===== config.mk =====
export PLATFORM = sky130hd
export DESIGN_NAME = stage_fd_buf_flat
export DESIGN_NICKNAME = d
export VERILOG_FILES = /design/src/rtl/stage_fd_buf_if.sv /design/src/rtl/stage_fd_buf.sv /design/src/flat_wrapper.sv
export SDC_FILE = /design/constraint.sdc
export NUM_CORES = 1
export LEC_CHECK = 0
export BUFFER_PORTS_ARGS = -buffer_cell sky130_fd_sc_hd__buf_2
export CAP_MARGIN = 40
export CORE_MARGIN = 4
export CORE_UTILIZATION = 45
export DETAILED_ROUTE_END_ITERATION = 8
export PLACE_DENSITY_LB_ADDON = 0.15
export SETUP_SLACK_MARGIN = 0.15
export SLEW_MARGIN = 20
export SYNTH_ARGS = -nofsm -noshare
export SYNTH_HDL_FRONTEND = slang
export SYNTH_SLANG_ARGS = --single-unit

===== constraint.sdc =====
create_clock -name clk -period 18.5 [get_ports clk]
set_input_delay 4.625 -clock clk [delete_from_list [all_inputs] [get_ports clk]]
set_output_delay 4.625 -clock clk [all_outputs]
set_load 0.01 [all_outputs]

===== src/rtl/stage_fd_buf_if.sv =====
// rtl/stage_fd_buf_if.sv - fetch/decode handshake bundle for the F->D instruction buffer
interface stage_fd_buf_if;
  logic        arm;
  logic        ValidF;
  logic [31:0] InstrF;
  logic [31:0] PCF;
  logic [31:0] PCPlus4F;
  logic        StallD;
  logic        FlushD;
  logic [31:0] InstrD;
  logic [31:0] PCD;
  logic [31:0] PCPlus4D;
  logic        ValidD;
  logic        StallF;
  logic [1:0]  CountD;

  modport master (
    output arm, ValidF, InstrF, PCF, PCPlus4F, StallD, FlushD,
    input  InstrD, PCD, PCPlus4D, ValidD, StallF, CountD
  );

  modport slave (
    input  arm, ValidF, InstrF, PCF, PCPlus4F, StallD, FlushD,
    output InstrD, PCD, PCPlus4D, ValidD, StallF, CountD
  );
endinterface


===== src/rtl/stage_fd_buf.sv =====
// rtl/stage_fd_buf.sv - two-entry fetch->decode instruction buffer
// Decouples fetch from decode stalls; presents a mode-specific NOP when empty.
module stage_fd_buf #(
  parameter int DEPTH = 2
) (
  input logic           clk,
  input logic           rst,
  stage_fd_buf_if.slave fd
);
  localparam logic [31:0] NOP_ARM = 32'hE1A00000;
  localparam logic [31:0] NOP_RV  = 32'h00000013;

  logic [95:0] entry [DEPTH];
  logic        wr_ptr;
  logic        rd_ptr;
  logic [1:0]  count;
  logic        full;
  logic        empty;
  logic        push;
  logic        pop;
  logic [95:0] head;

  // StallF comes from registered count only, so fetch sees no path from StallD/ValidF
  assign full  = (count == 2'd2);
  assign empty = (count == 2'd0);
  assign push  = fd.ValidF && !full && !fd.FlushD;
  assign pop   = !empty && !fd.StallD && !fd.FlushD;
  assign head  = entry[rd_ptr];

  always_ff @(posedge clk or negedge rst) begin
    if (!rst) begin
      count  <= 2'd0;
      wr_ptr <= 1'b0;
      rd_ptr <= 1'b0;
    end else if (fd.FlushD) begin
      count  <= 2'd0;
      wr_ptr <= 1'b0;
      rd_ptr <= 1'b0;
    end else begin
      if (push) wr_ptr <= ~wr_ptr;
      if (pop)  rd_ptr <= ~rd_ptr;
      if (push && !pop)      count <= count + 2'd1;
      else if (pop && !push) count <= count - 2'd1;
    end
  end

  // Storage needs no reset: it is only ever visible while ValidD is high
  always_ff @(posedge clk) begin
    if (push) entry[wr_ptr] <= {fd.InstrF, fd.PCF, fd.PCPlus4F};
  end

  always_comb begin
    fd.ValidD   = !empty;
    fd.StallF   = full;
    fd.CountD   = count;
    fd.InstrD   = fd.arm ? NOP_ARM : NOP_RV;
    fd.PCD      = 32'd0;
    fd.PCPlus4D = 32'd0;
    if (!empty) begin
      fd.InstrD   = head[95:64];
      fd.PCD      = head[63:32];
      fd.PCPlus4D = head[31:0];
    end
  end
endmodule


===== src/flat_wrapper.sv =====
// flat-port wrapper written by rule: the top's interface ports become plain ports
module stage_fd_buf_flat 
#(
  parameter int DEPTH = 2
)
  (clk, rst, fd_arm, fd_ValidF, fd_InstrF, fd_PCF, fd_PCPlus4F, fd_StallD, fd_FlushD, fd_InstrD, fd_PCD, fd_PCPlus4D, fd_ValidD, fd_StallF, fd_CountD);
  stage_fd_buf_if fd_i ();
  input logic clk;
  input logic rst;
  input wire logic [$bits(fd_i.arm)-1:0] fd_arm;
  input wire logic [$bits(fd_i.ValidF)-1:0] fd_ValidF;
  input wire logic [$bits(fd_i.InstrF)-1:0] fd_InstrF;
  input wire logic [$bits(fd_i.PCF)-1:0] fd_PCF;
  input wire logic [$bits(fd_i.PCPlus4F)-1:0] fd_PCPlus4F;
  input wire logic [$bits(fd_i.StallD)-1:0] fd_StallD;
  input wire logic [$bits(fd_i.FlushD)-1:0] fd_FlushD;
  output wire logic [$bits(fd_i.InstrD)-1:0] fd_InstrD;
  output wire logic [$bits(fd_i.PCD)-1:0] fd_PCD;
  output wire logic [$bits(fd_i.PCPlus4D)-1:0] fd_PCPlus4D;
  output wire logic [$bits(fd_i.ValidD)-1:0] fd_ValidD;
  output wire logic [$bits(fd_i.StallF)-1:0] fd_StallF;
  output wire logic [$bits(fd_i.CountD)-1:0] fd_CountD;
  assign fd_i.arm = fd_arm;
  assign fd_i.ValidF = fd_ValidF;
  assign fd_i.InstrF = fd_InstrF;
  assign fd_i.PCF = fd_PCF;
  assign fd_i.PCPlus4F = fd_PCPlus4F;
  assign fd_i.StallD = fd_StallD;
  assign fd_i.FlushD = fd_FlushD;
  assign fd_InstrD = fd_i.InstrD;
  assign fd_PCD = fd_i.PCD;
  assign fd_PCPlus4D = fd_i.PCPlus4D;
  assign fd_ValidD = fd_i.ValidD;
  assign fd_StallF = fd_i.StallF;
  assign fd_CountD = fd_i.CountD;
  stage_fd_buf #(.DEPTH(DEPTH)) u_core (.clk(clk), .rst(rst), .fd(fd_i));
endmodule

==> results.cfg, run 1 <==
[run_status]
run_status = complete, no violations

[worst_setup_path]
critPathMaxFanout = 6
end_kind = primary output
cp-startpoint = fd_arm
critPathMaxStageDelay_ps = 290
critPathLaunchType = input port
crit_arrival_ps = 5240
r2r_cells = 4
crit_top_cell = buf_2
worstPathCellList = buf_2, nor2_1, a21oi_1, buf_2
worstSetupPathDepth = 4
worstPathRequired_ps = 13880
r2r_start = u_core.fd.CountD[1]
critical_path_class = in -> out
crit_buf_inv = 2
cpMaxStageDelayCell = nor2_1
critical-path-top-delay-family = simple AND/OR/NAND/NOR gates

[final_layout]
final_util = 0.5753
areaGrowthSynthToFinish_pct = 23.64
nNetsFinal = 744
layout_common_cells = buf_2 (201), edfxtp_1 (192), mux2i_1 (96)
n_fill_cell = 1322
drive_above_1_share = 0.3710
antenna_cells = 0
final_common_cell = buf_2

[sta]
finClkSkew_ps = 11.19
drv_slew = 0
tns_ps = 0
worst_slack_ps = 8633
hold_slack_ps = 602.2
worst_slew_pin_slew_ps = 812.6
rsz0062_at_grt = false
fin_crit_sh = 0.5333
max_freq_mhz = 101.4
hold_viol_final = 0
min_period_ps = 9867
finalSetupViolCount = 0
relSlewSlack = 0.4583

[cts]
cts_tree = built
clkLatencyLatePin_ps = 420
cts_buffers = 17
clk_pin_slew_worst_paths_ps = 60
root_buffer = clkbuf_16
cts_setup_buffers = 0
htree_levels = 4
clockBufferDepth = 2
cts_sinks = 196
cts_hold_buf = 0
post_cts_resized = 0

[floorplan]
io_pins = 202
row_count = 46
die_x_um = 137.1
floorplan.die_area_mm2 = 0.01879
fp.coreArea_mm2 = 0.01612
chipHeight_um = 137.1
initial_core_util = 0.4653

[detailed_routing]
viasPerCell = 4.822
vias = 4200
dr.pass1.iters = 4
drcViolationCount = 0
drt_wl_total_um = 14610
drt_iter0_drc = 170
ant_nets = 0
wl_per_cell_um = 16.77

[synth]
yosysSeqAreaShare = 0.7822
synth_area_mm2 = 0.007498
syn_inst = 435
ys_warn_count = 0
synth_seq_cells = 196
avgSynthCellArea_um2 = 17.24
ys_types = 23
synth_nets = 537

[pwr]
seq_power_share = 0.550
power_frac_comb = 0.097
power_frac_clock = 0.353
p_leak_nw = 3.502
switching_power_uw = 206.0
p_int_uw = 726.2
netSwitchingFraction = 0.2210
power.density_mw_per_mm2 = 100.6
vdd_drop_max_v = 0.00006419

[place]
place_hpwl_um = 9613
io_buffers = 201
gp_congestion = 0.7134
dp_worst_setup_slack_ps = 8635

[grt]
antenna_found_initial = 1
grt_pass1_vias = 4476
grt_usage = 0.1580
grt_pass1_wl_um = 22360
grt_overflow = 0
grt_start_max_net_pins = 50

[worst_hold_path]
min-delay-start = u_core.wr_ptr
min_path_type = reg -> reg
min_delay_path_depth = 2

[flow_run]
max_cap_violations = 0
## layer usage
metal  vias to the layer above  track usage  routed length (um)
met3                        18      0.05882                1080
met1                      2016       0.1860                5966
met5                         -            0                  13
met4                         2      0.05377                 194
li1                       2034            -                   -
met2                       130       0.2676                7354
## per-stage QoR
step	total power, mW	instances	instance area [um2]
finish	0.9323	871	9271
global route	0.9721	871	9271
CTS	0.9439	871	9271
detailed placement	0.6150	839	8737
global placement	0.6107	837	8690
floorplan	0.5761	435	7498
## cell families (layout without fill, tap and decap cells)
family	after synthesis	after routing	synth area share
flops	196	196	0.7822
buf+inv	23	243	0.02019
compound gates	17	17	0.01168
simple gates	102	102	0.05623
mux	97	97	0.1297
## power by group through the flow
stage                     Sequential [mW]  Clock, mW  Combinational, mW
final                               0.513      0.329             0.0905
after floorplan                     0.522          0             0.0544
after global routing                0.514      0.358             0.0998
after global placement              0.522          0             0.0886
after detailed placement            0.523          0             0.0922
after CTS                           0.513      0.338             0.0925
## worst paths after layout
check / end / slack [ps]
max in group asynchronous: u_core.rd_ptr / 14350
worst min-delay path: u_core.wr_ptr / 600
min in group asynchronous: u_core.fd.CountD[1] / 4000
worst min register to register: u_core.wr_ptr / 600
worst max register to register: u_core.entry[1][26] / 16440
worst max-delay path: fd_InstrD[24] / 8630
## final cells by class
type,count,area (um2),area share
Sequential cell,196,5869,0.6331
Multi-Input combinational cell,216,1491,0.1609
Timing Repair Buffer,209,1099,0.1185
Clock buffer,24,481.7,0.05196
Tap cell,216,270.3,0.02915
Clock inverter,8,52.55,0.005668
Inverter,2,7.507,0.0008097
## Yosys cell counts
library cell,instances,area share
edfxtp_1,192,0.77
mux2i_1,96,0.13
nor2_1,88,0.044
a21oi_1,13,0.0087
buf_4,11,0.011
buf_2,7,0.0047
dfrtp_1,4,0.013
nand2b_1,3,0.0025
o21ai_0,3,0.0020
buf_6,2,0.0030
inv_1,2,0.0010
nand2_1,2,0.0010
or3_1,2,0.0017
a21o_1,1,0.0010
and2_1,1,0.00083
and3b_1,1,0.0012
clkbuf_1,1,0.00050
mux2_2,1,0.0015
nand3_1,1,0.00067
nor2_4,1,0.0015
nor2b_2,1,0.0012
nor3_1,1,0.00067
nor3b_1,1,0.0010
## registers in the layout (all words and copies together), names as in the netlist
signal / flops
u_core.rd_ptr: 1
u_core.entry: 192
u_core.wr_ptr: 1
u_core.fd.CountD: 2
## worst register-to-register path, delay by kind of cell, from the launching register on
kind / cells / cell delay [ps]
buffers and inverters: 1 / 580
DFF: 1 / 450
and+or+nand+nor: 3 / 640
(Power assumes the default switching activity.)
==> inputs of run 2 (changes only) <==
==> constraint.sdc (replaced) <==
create_clock -name clk -period 8.5 [get_ports clk]
set_input_delay 2.125 -clock clk [delete_from_list [all_inputs] [get_ports clk]]
set_output_delay 2.125 -clock clk [all_outputs]
set_load 0.01 [all_outputs]
==> run 2 against run 1 <==
  * Register-to-register slack worse by 10000 ps
  * Wire length up 2.2%
  * Worst setup slack worse by 5000 ps
  * Largest cell class unchanged
==> results.cfg, run 2 (same netlist as run 1, synthesis figures left out) <==
[sta]
hold_slack_ps = 646.7
finalSetupViolCount = 0
hold_viol_final = 0
finClkSkew_ps = 8.492
worst_slew_pin_slew_ps = 736.7
min_period_ps = 4867
drv_slew = 0
rsz0062_at_grt = false
max_freq_mhz = 205.5
fin_crit_sh = 0.5725
tns_ps = 0
relSlewSlack = 0.5089

[floorplan]
io_pins = 202
floorplan.die_area_mm2 = 0.01879
chipHeight_um = 137.1
die_x_um = 137.1
fp.coreArea_mm2 = 0.01612
initial_core_util = 0.4653
row_count = 46

[cts]
cts_buffers = 17
clkLatencyLatePin_ps = 420
post_cts_resized = 0
root_buffer = clkbuf_16
cts_hold_buf = 0
cts_tree = built
cts_setup_buffers = 0
htree_levels = 4
cts_sinks = 196
clk_pin_slew_worst_paths_ps = 60
clockBufferDepth = 2

[worst_setup_path]
end_kind = primary output
critPathMaxFanout = 6
worstPathRequired_ps = 6380
critPathLaunchType = input port
reg2reg_to = u_core.entry[1][94]
ff2ff_setup_slack_ps = 6380
critical_path_class = in -> out
r2r_cells = 5
r2r_start = u_core.fd.CountD[1]
crit_arrival_ps = 2740
endpoint = fd_InstrD[29]
cp-startpoint = fd_arm

[final_layout]
drive_above_1_share = 0.3689
stdcell_area_mm2 = 0.009338
layout_common_cells = buf_2 (201), edfxtp_1 (192), mux2i_1 (96)
regMostFlops = u_core.entry
final_common_cell = buf_2
n_fill_cell = 1326
nNetsFinal = 746
fin_cells = 873
largest_reg_flops = 192
areaGrowthSynthToFinish_pct = 24.53

[run_status]
run_status = complete, no violations

[place]
gp_congestion = 0.7395
place_hpwl_um = 9700
dp_cells = 839
io_buffers = 201
post_dp_cell_area_mm2 = 0.008737

[worst_hold_path]
min_path_type = reg -> reg

[pwr]
p_total_mw = 2.069
p_leak_nw = 3.523
vdd_drop_max_v = 0.0001303
power.density_mw_per_mm2 = 221.6

[grt]
grt_usage = 0.1604
grt_start_max_net_pins = 62
grt_pass1_vias = 4503
antenna_found_initial = 3
grt_pass1_wl_um = 22780
grt_overflow = 0

[detailed_routing]
wl_per_cell_um = 17.10
drcViolationCount = 0
drt_iter0_drc = 238
vias = 4247
dr.pass1.iters = 4
ant_nets = 0
viasPerCell = 4.865
drt_wl_total_um = 14930

[flow_run]
max_cap_violations = 0
run 2: how the worst min path moves through the flow:
stage,from,end,slack (ps),depth (start not counted)
finish,u_core.wr_ptr,u_core.wr_ptr,650,2
global route,u_core.wr_ptr,u_core.wr_ptr,680,2
CTS,u_core.wr_ptr,u_core.wr_ptr,650,2
detailed placement,u_core.wr_ptr,u_core.wr_ptr,640,2
global placement,u_core.wr_ptr,u_core.wr_ptr,610,2
floorplan,u_core.wr_ptr,u_core.wr_ptr,540,2
run 2: per-layer routing:
| layer | wire length [um] | global-route usage | share of wire |
|---|---|---|---|
| met1 | 6279 | 0.1943 | 0.42 |
| met3 | 1138 | 0.05588 | 0.076 |
| met5 | 27 | 0 | 0.0018 |
| met4 | 237 | 0.06042 | 0.016 |
| met2 | 7245 | 0.2654 | 0.49 |
run 2: area by class of cell:
| cell class | count | area, um2 | share of cell area |
|---|---|---|---|
| multi-input cells | 216 | 1504 | 0.1611 |
| inverters | 2 | 7.507 | 0.0008040 |
| flip-flops and latches | 196 | 5869 | 0.6286 |
| repair buffers | 211 | 1134 | 0.1214 |
| well taps | 216 | 270.3 | 0.02894 |
| clock buffers | 22 | 444.2 | 0.04757 |
| diodes | 1 | 2.502 | 0.0002680 |
| clock inverters | 9 | 106.4 | 0.01139 |
run 2: critical path, cell delays in order:
cell and delay [ps]:
buf_2 100, nor2_1 280, a21oi_1 80, buf_2 160
run 2: power breakdown:
group | internal, mW | switching (mW)
sequential | 1.10 | 0.0161
clock | 0.431 | 0.323
combinational | 0.0845 | 0.115
run 2: per-stage QoR:
step             util  setup slack, ps
5_1_grt        0.5794             3520
3_5_place_dp   0.5422             3637
6_report       0.5794             3633
4_1_cts        0.5763             3583
3_3_place_gp   0.5405             3668
2_1_floorplan       -             2020
